### src/rtl/ws2_mem_pkg.sv
// Shared types for the SDRAM arbiter: FSM state encoding, port index and the
// default starvation limit.
package ws2_mem_pkg;

    typedef enum logic [1:0] {
        IDLE   = 2'd0,
        ISSUE  = 2'd1,
        RDWAIT = 2'd2
    } arb_state_e;

    typedef logic port_idx_t;

    localparam port_idx_t PORT0 = 1'b0;
    localparam port_idx_t PORT1 = 1'b1;

    localparam int STARVE_MAX_DEFAULT = 32;

    function automatic port_idx_t other_port(input port_idx_t p);
        return ~p;
    endfunction

endpackage

### src/rtl/rr_prio_select.sv
// Combinational winner selection between the two requesters:
// starvation limit first, then the urgent VGA flag, then round-robin.
module rr_prio_select
    import ws2_mem_pkg::*;
(
    input  logic      req0,
    input  logic      req1,
    input  logic      urgent,
    input  logic      starve_hit,
    input  port_idx_t last_grant,
    output logic      grant_valid,
    output port_idx_t grant_port
);

    always_comb begin
        grant_valid = req0 | req1;
        grant_port  = PORT0;
        // The urgent flag never beats a saturated starve counter.
        if (starve_hit && req1) begin
            grant_port = PORT1;
        end else if (urgent && req0) begin
            grant_port = PORT0;
        end else if (req0 && req1) begin
            grant_port = other_port(last_grant);
        end else if (req1) begin
            grant_port = PORT1;
        end
    end

endmodule

### src/rtl/sdram_arbiter.sv
// Two-port Avalon-MM arbiter in front of a single SDRAM controller slave,
// one transaction (and at most one read) in flight at a time.
//
//   state  | meaning
//   IDLE   | arbitrate pending requests, register winner's command into s_*
//   ISSUE  | hold s_* until the slave drops s_waitrequest
//   RDWAIT | wait for s_readdatavalid, forward data to the granted port
module sdram_arbiter
    import ws2_mem_pkg::*;
#(
    parameter int ADDR_W     = 25,
    parameter int DATA_W     = 16,
    parameter int STARVE_MAX = STARVE_MAX_DEFAULT
) (
    input  logic                clk,
    input  logic                reset_n,

    input  logic [ADDR_W-1:0]   m0_address,
    input  logic                m0_read,
    input  logic                m0_write,
    input  logic [DATA_W-1:0]   m0_writedata,
    input  logic [DATA_W/8-1:0] m0_byteenable,
    input  logic                m0_urgent,
    output logic                m0_waitrequest,
    output logic [DATA_W-1:0]   m0_readdata,
    output logic                m0_readdatavalid,

    input  logic [ADDR_W-1:0]   m1_address,
    input  logic                m1_read,
    input  logic                m1_write,
    input  logic [DATA_W-1:0]   m1_writedata,
    input  logic [DATA_W/8-1:0] m1_byteenable,
    output logic                m1_waitrequest,
    output logic [DATA_W-1:0]   m1_readdata,
    output logic                m1_readdatavalid,

    output logic [ADDR_W-1:0]   s_address,
    output logic                s_read,
    output logic                s_write,
    output logic [DATA_W-1:0]   s_writedata,
    output logic [DATA_W/8-1:0] s_byteenable,
    input  logic                s_waitrequest,
    input  logic                s_readdatavalid,
    input  logic [DATA_W-1:0]   s_readdata
);

    localparam int BE_W  = DATA_W / 8;
    localparam int CNT_W = $clog2(STARVE_MAX + 1);
    localparam logic [CNT_W-1:0] STARVE_LIM = CNT_W'(STARVE_MAX);

    arb_state_e          state_q, state_d;
    port_idx_t           last_q, last_d;
    logic [CNT_W-1:0]    starve_q, starve_d;

    logic                s_read_q, s_read_d;
    logic                s_write_q, s_write_d;
    logic [ADDR_W-1:0]   s_address_q, s_address_d;
    logic [DATA_W-1:0]   s_writedata_q, s_writedata_d;
    logic [BE_W-1:0]     s_byteenable_q, s_byteenable_d;

    logic                m0_rdv_q, m0_rdv_d;
    logic                m1_rdv_q, m1_rdv_d;
    logic [DATA_W-1:0]   m0_rdata_q, m0_rdata_d;
    logic [DATA_W-1:0]   m1_rdata_q, m1_rdata_d;

    logic                req0, req1;
    logic                starve_hit;
    logic                win_valid;
    port_idx_t           win_port;
    logic                win_rd, win_wr;
    logic [ADDR_W-1:0]   win_addr;
    logic [DATA_W-1:0]   win_wdata;
    logic [BE_W-1:0]     win_be;
    logic                accept;

    assign req0       = m0_read | m0_write;
    assign req1       = m1_read | m1_write;
    assign starve_hit = (starve_q == STARVE_LIM);

    rr_prio_select u_sel (
        .req0        (req0),
        .req1        (req1),
        .urgent      (m0_urgent),
        .starve_hit  (starve_hit),
        .last_grant  (last_q),
        .grant_valid (win_valid),
        .grant_port  (win_port)
    );

    assign win_rd    = (win_port == PORT1) ? m1_read       : m0_read;
    assign win_wr    = (win_port == PORT1) ? m1_write      : m0_write;
    assign win_addr  = (win_port == PORT1) ? m1_address    : m0_address;
    assign win_wdata = (win_port == PORT1) ? m1_writedata  : m0_writedata;
    assign win_be    = (win_port == PORT1) ? m1_byteenable : m0_byteenable;

    // Waitrequest tracks the slave combinationally so the master sees the
    // acceptance in the very cycle the slave takes the command.
    assign accept         = (state_q == ISSUE) && !s_waitrequest;
    assign m0_waitrequest = !(accept && (last_q == PORT0));
    assign m1_waitrequest = !(accept && (last_q == PORT1));

    always_comb begin
        state_d        = state_q;
        last_d         = last_q;
        starve_d       = starve_q;
        s_read_d       = s_read_q;
        s_write_d      = s_write_q;
        s_address_d    = s_address_q;
        s_writedata_d  = s_writedata_q;
        s_byteenable_d = s_byteenable_q;
        m0_rdv_d       = 1'b0;
        m1_rdv_d       = 1'b0;
        m0_rdata_d     = m0_rdata_q;
        m1_rdata_d     = m1_rdata_q;

        case (state_q)
            IDLE: begin
                if (win_valid) begin
                    state_d        = ISSUE;
                    last_d         = win_port;
                    s_address_d    = win_addr;
                    s_read_d       = win_rd;
                    s_write_d      = win_wr & ~win_rd;
                    s_writedata_d  = win_wdata;
                    s_byteenable_d = win_be;
                    if (win_port == PORT1) begin
                        starve_d = '0;
                    end else if (req1 && !starve_hit) begin
                        starve_d = starve_q + CNT_W'(1);
                    end
                end
            end
            ISSUE: begin
                if (!s_waitrequest) begin
                    s_read_d  = 1'b0;
                    s_write_d = 1'b0;
                    state_d   = s_read_q ? RDWAIT : IDLE;
                end
            end
            RDWAIT: begin
                if (s_readdatavalid) begin
                    state_d = IDLE;
                    if (last_q == PORT0) begin
                        m0_rdata_d = s_readdata;
                        m0_rdv_d   = 1'b1;
                    end else begin
                        m1_rdata_d = s_readdata;
                        m1_rdv_d   = 1'b1;
                    end
                end
            end
            default: state_d = IDLE;
        endcase
    end

    always_ff @(posedge clk or negedge reset_n) begin
        if (!reset_n) begin
            state_q        <= IDLE;
            last_q         <= PORT1;
            starve_q       <= '0;
            s_read_q       <= 1'b0;
            s_write_q      <= 1'b0;
            s_address_q    <= '0;
            s_writedata_q  <= '0;
            s_byteenable_q <= '0;
            m0_rdv_q       <= 1'b0;
            m1_rdv_q       <= 1'b0;
            m0_rdata_q     <= '0;
            m1_rdata_q     <= '0;
        end else begin
            state_q        <= state_d;
            last_q         <= last_d;
            starve_q       <= starve_d;
            s_read_q       <= s_read_d;
            s_write_q      <= s_write_d;
            s_address_q    <= s_address_d;
            s_writedata_q  <= s_writedata_d;
            s_byteenable_q <= s_byteenable_d;
            m0_rdv_q       <= m0_rdv_d;
            m1_rdv_q       <= m1_rdv_d;
            m0_rdata_q     <= m0_rdata_d;
            m1_rdata_q     <= m1_rdata_d;
        end
    end

    assign s_read           = s_read_q;
    assign s_write          = s_write_q;
    assign s_address        = s_address_q;
    assign s_writedata      = s_writedata_q;
    assign s_byteenable     = s_byteenable_q;
    assign m0_readdatavalid = m0_rdv_q;
    assign m1_readdatavalid = m1_rdv_q;
    assign m0_readdata      = m0_rdata_q;
    assign m1_readdata      = m1_rdata_q;

endmodule

### config.mk
export PLATFORM = sky130hd
export DESIGN_NAME = sdram_arbiter
export DESIGN_NICKNAME = d
export VERILOG_FILES = /design/src/rtl/ws2_mem_pkg.sv /design/src/rtl/rr_prio_select.sv /design/src/rtl/sdram_arbiter.sv
export SDC_FILE = /design/constraint.sdc
export NUM_CORES = 1
export LEC_CHECK = 0
export ABC_AREA = 0
export CAP_MARGIN = 20
export CORE_ASPECT_RATIO = 1.25
export CORE_MARGIN = 3
export CORE_UTILIZATION = 37
export CTS_BUF_LIST = sky130_fd_sc_hd__clkbuf_16
export CTS_CLUSTER_SIZE = 12
export DETAILED_ROUTE_END_ITERATION = 7
export PLACE_DENSITY = 0.77
export SYNTH_ARGS = -nofsm -noshare
export SYNTH_HDL_FRONTEND = slang
export SYNTH_SLANG_ARGS = --single-unit
### constraint.sdc
create_clock -name clk -period 1.6 [get_ports clk]
set_clock_uncertainty 0.05 [all_clocks]
set_input_delay 0.32 -clock clk [delete_from_list [all_inputs] [get_ports clk]]
set_output_delay 0.32 -clock clk [all_outputs]
set_load 0.02 [all_outputs]
==> results.md, run 1 <==
* Total GRT Usage at 0.218
* Mapped cell area at 3990 um^2
* Residual DRC at 0
* Post-synthesis sequential area ratio at 0.552
* Setup tns final at -4.27 ns
* Total power at 13.0 mW
* WL final at 14.5 mm
* Root buffer cell: clkbuf_16
* Setup violators final at 56
* FILL cells at 789
* Antenna Cells at 0
* Reg2reg setup slack at -0.13 ns
* Hold Path End: s_read
* Clk buf depth at 2
* Pwr Density at 1830 nW/um^2
* Setup WS pre-CTS at -0.561 ns
* Crit path required time at 1.80 ns
* GP Congestion at 0.809
* Max-Slew Margin vs Limit at 0.778
* Iter 0 DRT Violations at 169
* Num Clock Sinks at 88
* Hold violation count in the final report at 0
* Clock-pin slew on the worst setup and hold paths at 0.06 ns
* Critical Path Source Type: flip-flop
* Tmin final at 1.73 ns
* Worst hold slack at 0.399 ns
* Core ar. at 10,300 um^2
* Reg2Reg Launch Point: starve_q[0]
* Slew Limit Fails at 0
* Starting density of the core at 0.387
* H-tree Lvls at 3
* Worst Max-Slew Pin Slew at 0.332 ns
* Area added between synthesis and finish at 78.0%
* Crit share post-route at 1.08
* Die X at 98.9 um
* Vias per cell at 5.43
* Port buffer count at 191
* Wire length per cell at 19.6 um
* Final worst setup slack at -0.125 ns
* Synth area leader: dfrtp_1
* Gr ovfl total at 0
* RSZ-0062 raised after global routing: yes
* Largest net degree at the start of global routing at 54
* Leak pwr at 3.15 nW
* Violated checks: setup timing
* Synth Warn # at 0
* HP Class: in2reg
* Row cnt at 41
* Arrival time worst endpoint at 1.93 ns
* Vias at 4,015
* CP max FO at 4
* DPL Wire Length at 9.06 mm
* Number of global-route vias before repair at 4,149
* Synth area leaders: dfrtp_1 (55%), a31oi_1 (6.7%), a21oi_1 (5.9%)
* Syn avg cell area at 10.5 um^2
* Hold Crit Depth at 4
* Worst hold start: m1_read
* #FFs+latches synth at 88
* Max-Cap Viols at 0
* Synthesized Nets at 493
* Die height at 122 um
* Share of cells above drive strength 1 at 0.244
* Worst Reg-to-Reg Cells at 9
* Die area at 12,100 um^2
* Synth cell types at 37
* Post-Syn Instances at 380
* Maximum clock rate at 580 MHz
* Final ANT Viol Nets at 0
* Crit end category: flip-flop
* Drt pass-1 iters at 5
* Setup CP Type: reg2reg
* CTS tree: yes
* Status: complete, but fails checks
* Maximum VDD drop at 0.923 mV
* Final net count at 721
* Later-pin clock latency in the skew report at 0.33 ns
* Worst reg2reg endpoint: s_writedata[1]
* CTS Buf Count at 9
* Initial antenna violation count at 0
* I/O pins at 192
* First-pass GRT wire length at 20.7 mm
* Top cell type's share of synthesized area at 0.545
flip-flops by register name, summed over array words and instances (netlist names), 2 cells and up:
signal,count
m0_readdata,16
s_address,25
m1_readdata,16
state_q,2
s_byteenable,2
s_writedata,16
starve_q,6
synthesized netlist by cell type (all sizes together):
master  instances
dfrtp          87
nor2           51
a21oi          48
o21ai          46
a31oi          43
mux2           32
buf            24
clkbuf          7
nand2           7
inv             5
a21o            3
nand3           3
nand4           3
xor2            3
a32o            2
and2            2
ha              2
nor2b           2
or2             2
dfstp           1
nand3b          1
nor3            1
nor3b           1
o22ai           1
o31a            1
o31ai           1
or3             1
placed cells by master (no fill, tap or decap), types with 11 or more instances in the layout:
cell / count
dfrtp_1: 87
buf_6: 12
o21ai_1: 22
o21ai_2: 23
a21oi_1: 37
dlygate4sd2_1: 80
buf_4: 25
nor2_1: 46
mux2_4: 14
clkdlybuf4s50_1: 106
a31oi_1: 39
clkbuf_16: 14
buf_12: 11
mux2_1: 11
per-stage QoR:
stage / std cells / cell area, um^2 / utilization
after floorplan: 380 / 4020 / -
after global placement: 704 / 6290 / 0.610
after detailed placement: 704 / 6290 / 0.610
after CTS: 730 / 6700 / 0.650
after global routing: 739 / 7110 / 0.689
final: 739 / 7110 / 0.689
metal layers:
layer,track usage,share of wire,vias up
li1,-,-,1828
met3,0.0515,0.078,29
met2,0.398,0.53,201
met4,0.0769,0.027,0
met5,0,0,-
met1,0.248,0.37,1957
worst max-delay path by stage:
stage,from,end,depth (start not counted)
2_1_floorplan,starve_q[0],s_address[0],8
3_3_place_gp,s_waitrequest,m0_waitrequest,5
3_5_place_dp,s_waitrequest,m0_waitrequest,5
4_1_cts,starve_q[0],s_write,7
5_1_grt,starve_q[1],s_writedata[8],9
6_report,starve_q[0],s_writedata[1],9
cell type report:
cell class / instances / area, um^2 / area share
repair buffers: 248 / 2620 / 0.368
flip-flops and latches: 88 / 2200 / 0.310
multi-input cells: 256 / 1860 / 0.262
clock buffers: 9 / 225 / 0.0317
well taps: 129 / 161 / 0.0227
inverters: 5 / 18.8 / 0.00264
clock inverters: 4 / 16.3 / 0.00229
what timing repair did:
| item | 4_1_cts | 5_1_grt |
|---|---|---|
| endpoints found under the hold margin | 87 | 0 |
| setup buffers | 8 | 3 |
| cloned | 5 | 6 |
| pin swaps | 8 | 24 |
| endpoints found under the setup margin | 144 | 69 |
| gates resized for setup | 140 | 74 |
| hold buffers | 1 | 0 |
worst max-delay path, cell delays in order (launching register included):
cell       delay, ns
dfrtp_1         0.36
inv_2           0.05
ha_4            0.15
nor3b_4         0.15
buf_4           0.14
a21oi_4         0.21
buf_6           0.18
clkbuf_16       0.16
o21ai_1         0.05
a21oi_1         0.14
logic make-up after synthesis:
family,share of synthesized area
flops,0.552
xor+xnor,0.00658
buf+inv,0.0498
mux,0.0903
compound gates,0.209
fa+ha+maj,0.00627
simple gates,0.0859
where the power goes:
part / switching (mW) / total (mW) / leakage, nW / internal, mW
combinational: 3.95 / 7.37 / 1.97 / 3.42
sequential: 0.546 / 3.81 / 1.06 / 3.27
clock: 0.784 / 1.79 / 0.123 / 1.01
total: 5.28 / 13.0 / 3.15 / 7.69
No activity file was read; power rests on OpenSTA's default activity.
==> run 2: changes to the inputs <==
--- a/config.mk
+++ b/config.mk
@@ -14,6 +14,7 @@
 export CTS_CLUSTER_SIZE = 12
 export DETAILED_ROUTE_END_ITERATION = 7
 export PLACE_DENSITY = 0.77
+export REMOVE_ABC_BUFFERS = 1
 export SYNTH_ARGS = -nofsm -noshare
 export SYNTH_HDL_FRONTEND = slang
 export SYNTH_SLANG_ARGS = --single-unit
==> constraint.sdc (replaced) <==
create_clock -name clk -period 1.6 [get_ports clk]
set_clock_uncertainty 0.05 [all_clocks]
set_input_delay 0.32 -clock clk [delete_from_list [all_inputs] [get_ports clk]]
set_output_delay 0.32 -clock clk [all_outputs]
set_load 0.1 [all_outputs]
==> results.md, run 2 (synthesis results as in run 1) <==
* Worst hold slack at 0.374 ns
* Number of flip-flops in the largest register at 25
* Largest stage delay on the critical path at 0.40 ns
* Max-Cap Viols at 0
* Num Clock Sinks at 88
* Residual DRC at 0
* Share of cells above drive strength 1 at 0.487
* Crit share post-route at 1.11
* Worst Max-Slew Pin Slew at 0.474 ns
* RSZ-0062 raised after global routing: yes
* Core ar. at 10,300 um^2
* Slew Limit Fails at 0
* CTS tree: yes
* Final ANT Viol Nets at 0
* Most common cell after layout, fill and taps aside: clkdlybuf4s50_1
* Wire length per cell at 24.3 um
* Critical Path Source Type: flip-flop
* Clock-pin slew on the worst setup and hold paths at 0.06 ns
* Arrival time worst endpoint at 1.95 ns
* Hold violation count in the final report at 0
* Crit path required time at 1.77 ns
* Tmin final at 1.77 ns
* Violated checks: setup timing
* Setup violators final at 79
* CP max FO at 18
* Port buffer count at 191
* DPL Wire Length at 10.4 mm
* H-tree Lvls at 3
* Maximum clock rate at 564 MHz
* Root buffer cell: clkbuf_16
* Vias per cell at 5.75
* Gr ovfl total at 0
* Die X at 98.9 um
* Setup WS pre-CTS at -0.427 ns
* Final worst setup slack at -0.172 ns
* Die height at 122 um
* Number of global-route vias before repair at 4,292
* Most used cell, CP: buf_4
* HP Class: in2reg
* I/O pins at 192
* Status: complete, but fails checks
* Row cnt at 41
* Area added between synthesis and finish at 119%
* Antenna Cells at 0
* Starting density of the core at 0.387
* Most frequent cells in the layout: clkdlybuf4s50_1 (105), buf_12 (94), dfrtp_1 (86)
* Clk buf depth at 2
* Crit end category: flip-flop
* Setup tns final at -6.59 ns
* Crit-path slowest cell: dfrtp_1
* Iter 0 DRT Violations at 236
* Total GRT Usage at 0.237
* Drt pass-1 iters at 4
* Final net count at 735
* GP Congestion at 0.805
* Max-Slew Margin vs Limit at 0.684
* First-pass GRT wire length at 22.2 mm
* Vias at 4,343
* Initial antenna violation count at 0
* Setup CP Type: reg2reg
* Later-pin clock latency in the skew report at 0.34 ns
* Worst path cell trace: buf_4 > buf_4 > nor2_4 > o31ai_4 > buf_12 > a31oi_1 > a21oi_2
* Die area at 12,100 um^2
* CTS Buf Count at 9
* WL final at 18.4 mm
* Largest net degree at the start of global routing at 55
==> run 2: cell types whose count changed in the layout (fill, tap and decap cells not counted), moves of 15 or more <==
cell,before,now
o21ai_1,22,7
dlygate4sd2_1,80,1
a31oi_1,39,18
a31oi_2,3,19
a21oi_1,37,20
a21oi_2,10,26
buf_12,11,94
==> run 2: path summary, 6_finish.rpt <==
path / slack (ns) / from / cells after the start / endpoint
worst max-delay path: -0.17 / state_q[1] / 7 / s_writedata[1]
worst min-delay path: 0.37 / s_waitrequest / 3 / state_q[0]
worst max register to register: -0.17 / state_q[1] / 7 / s_writedata[1]
worst min register to register: 0.52 / m1_readdata[11] / 1 / m1_readdata[11]
max in group asynchronous: 0.63 / reset_n / 3 / m0_readdata[4]
min in group asynchronous: 0.50 / reset_n / 3 / s_address[17]
==> run 2: metal layers <==
layer,vias up,track usage,routed length (um)
met5,-,0,0
met4,0,0.0939,694
met3,57,0.0664,1330
met2,243,0.424,9980
met1,2178,0.264,6360
li1,1865,-,-
==> run 2: critical path: cells and delay by family (launching register included) <==
family / cells / cell delay (ns)
compound gates: 3 / 0.52
flops: 1 / 0.40
buf+inv: 3 / 0.48
simple gates: 1 / 0.20
==> run 2: per-stage QoR <==
| stage | area (um^2) | cells | util |
|---|---|---|---|
| 2_1_floorplan | 3810 | 349 | - |
| 3_3_place_gp | 7090 | 705 | 0.688 |
| 3_5_place_dp | 7090 | 705 | 0.688 |
| 4_1_cts | 7670 | 731 | 0.744 |
| 5_1_grt | 8720 | 755 | 0.846 |
| 6_report | 8720 | 755 | 0.846 |
==> run 2: area by class of cell <==
class	count	area, um^2
Clock inverter	6	109
Fill cell	472	1590
Multi-Input combinational cell	256	2320
Clock buffer	9	225
Timing Repair Buffer	262	3690
Inverter	5	18.8
Sequential cell	88	2200
Tap cell	129	161
==> run 2: timing repair <==
item	4_1_cts	5_1_grt
endpoints found under the hold margin	87	0
gates resized for setup	59	148
pin swaps	8	24
hold buffers	1	0
buffers inserted	9	10
endpoints found under the setup margin	55	72
gates cloned	1	15
Power of run 2 is left out: the tool's default activity adds up to more than one toggle a clock period on the data nets, which glitch-free logic cannot reach.
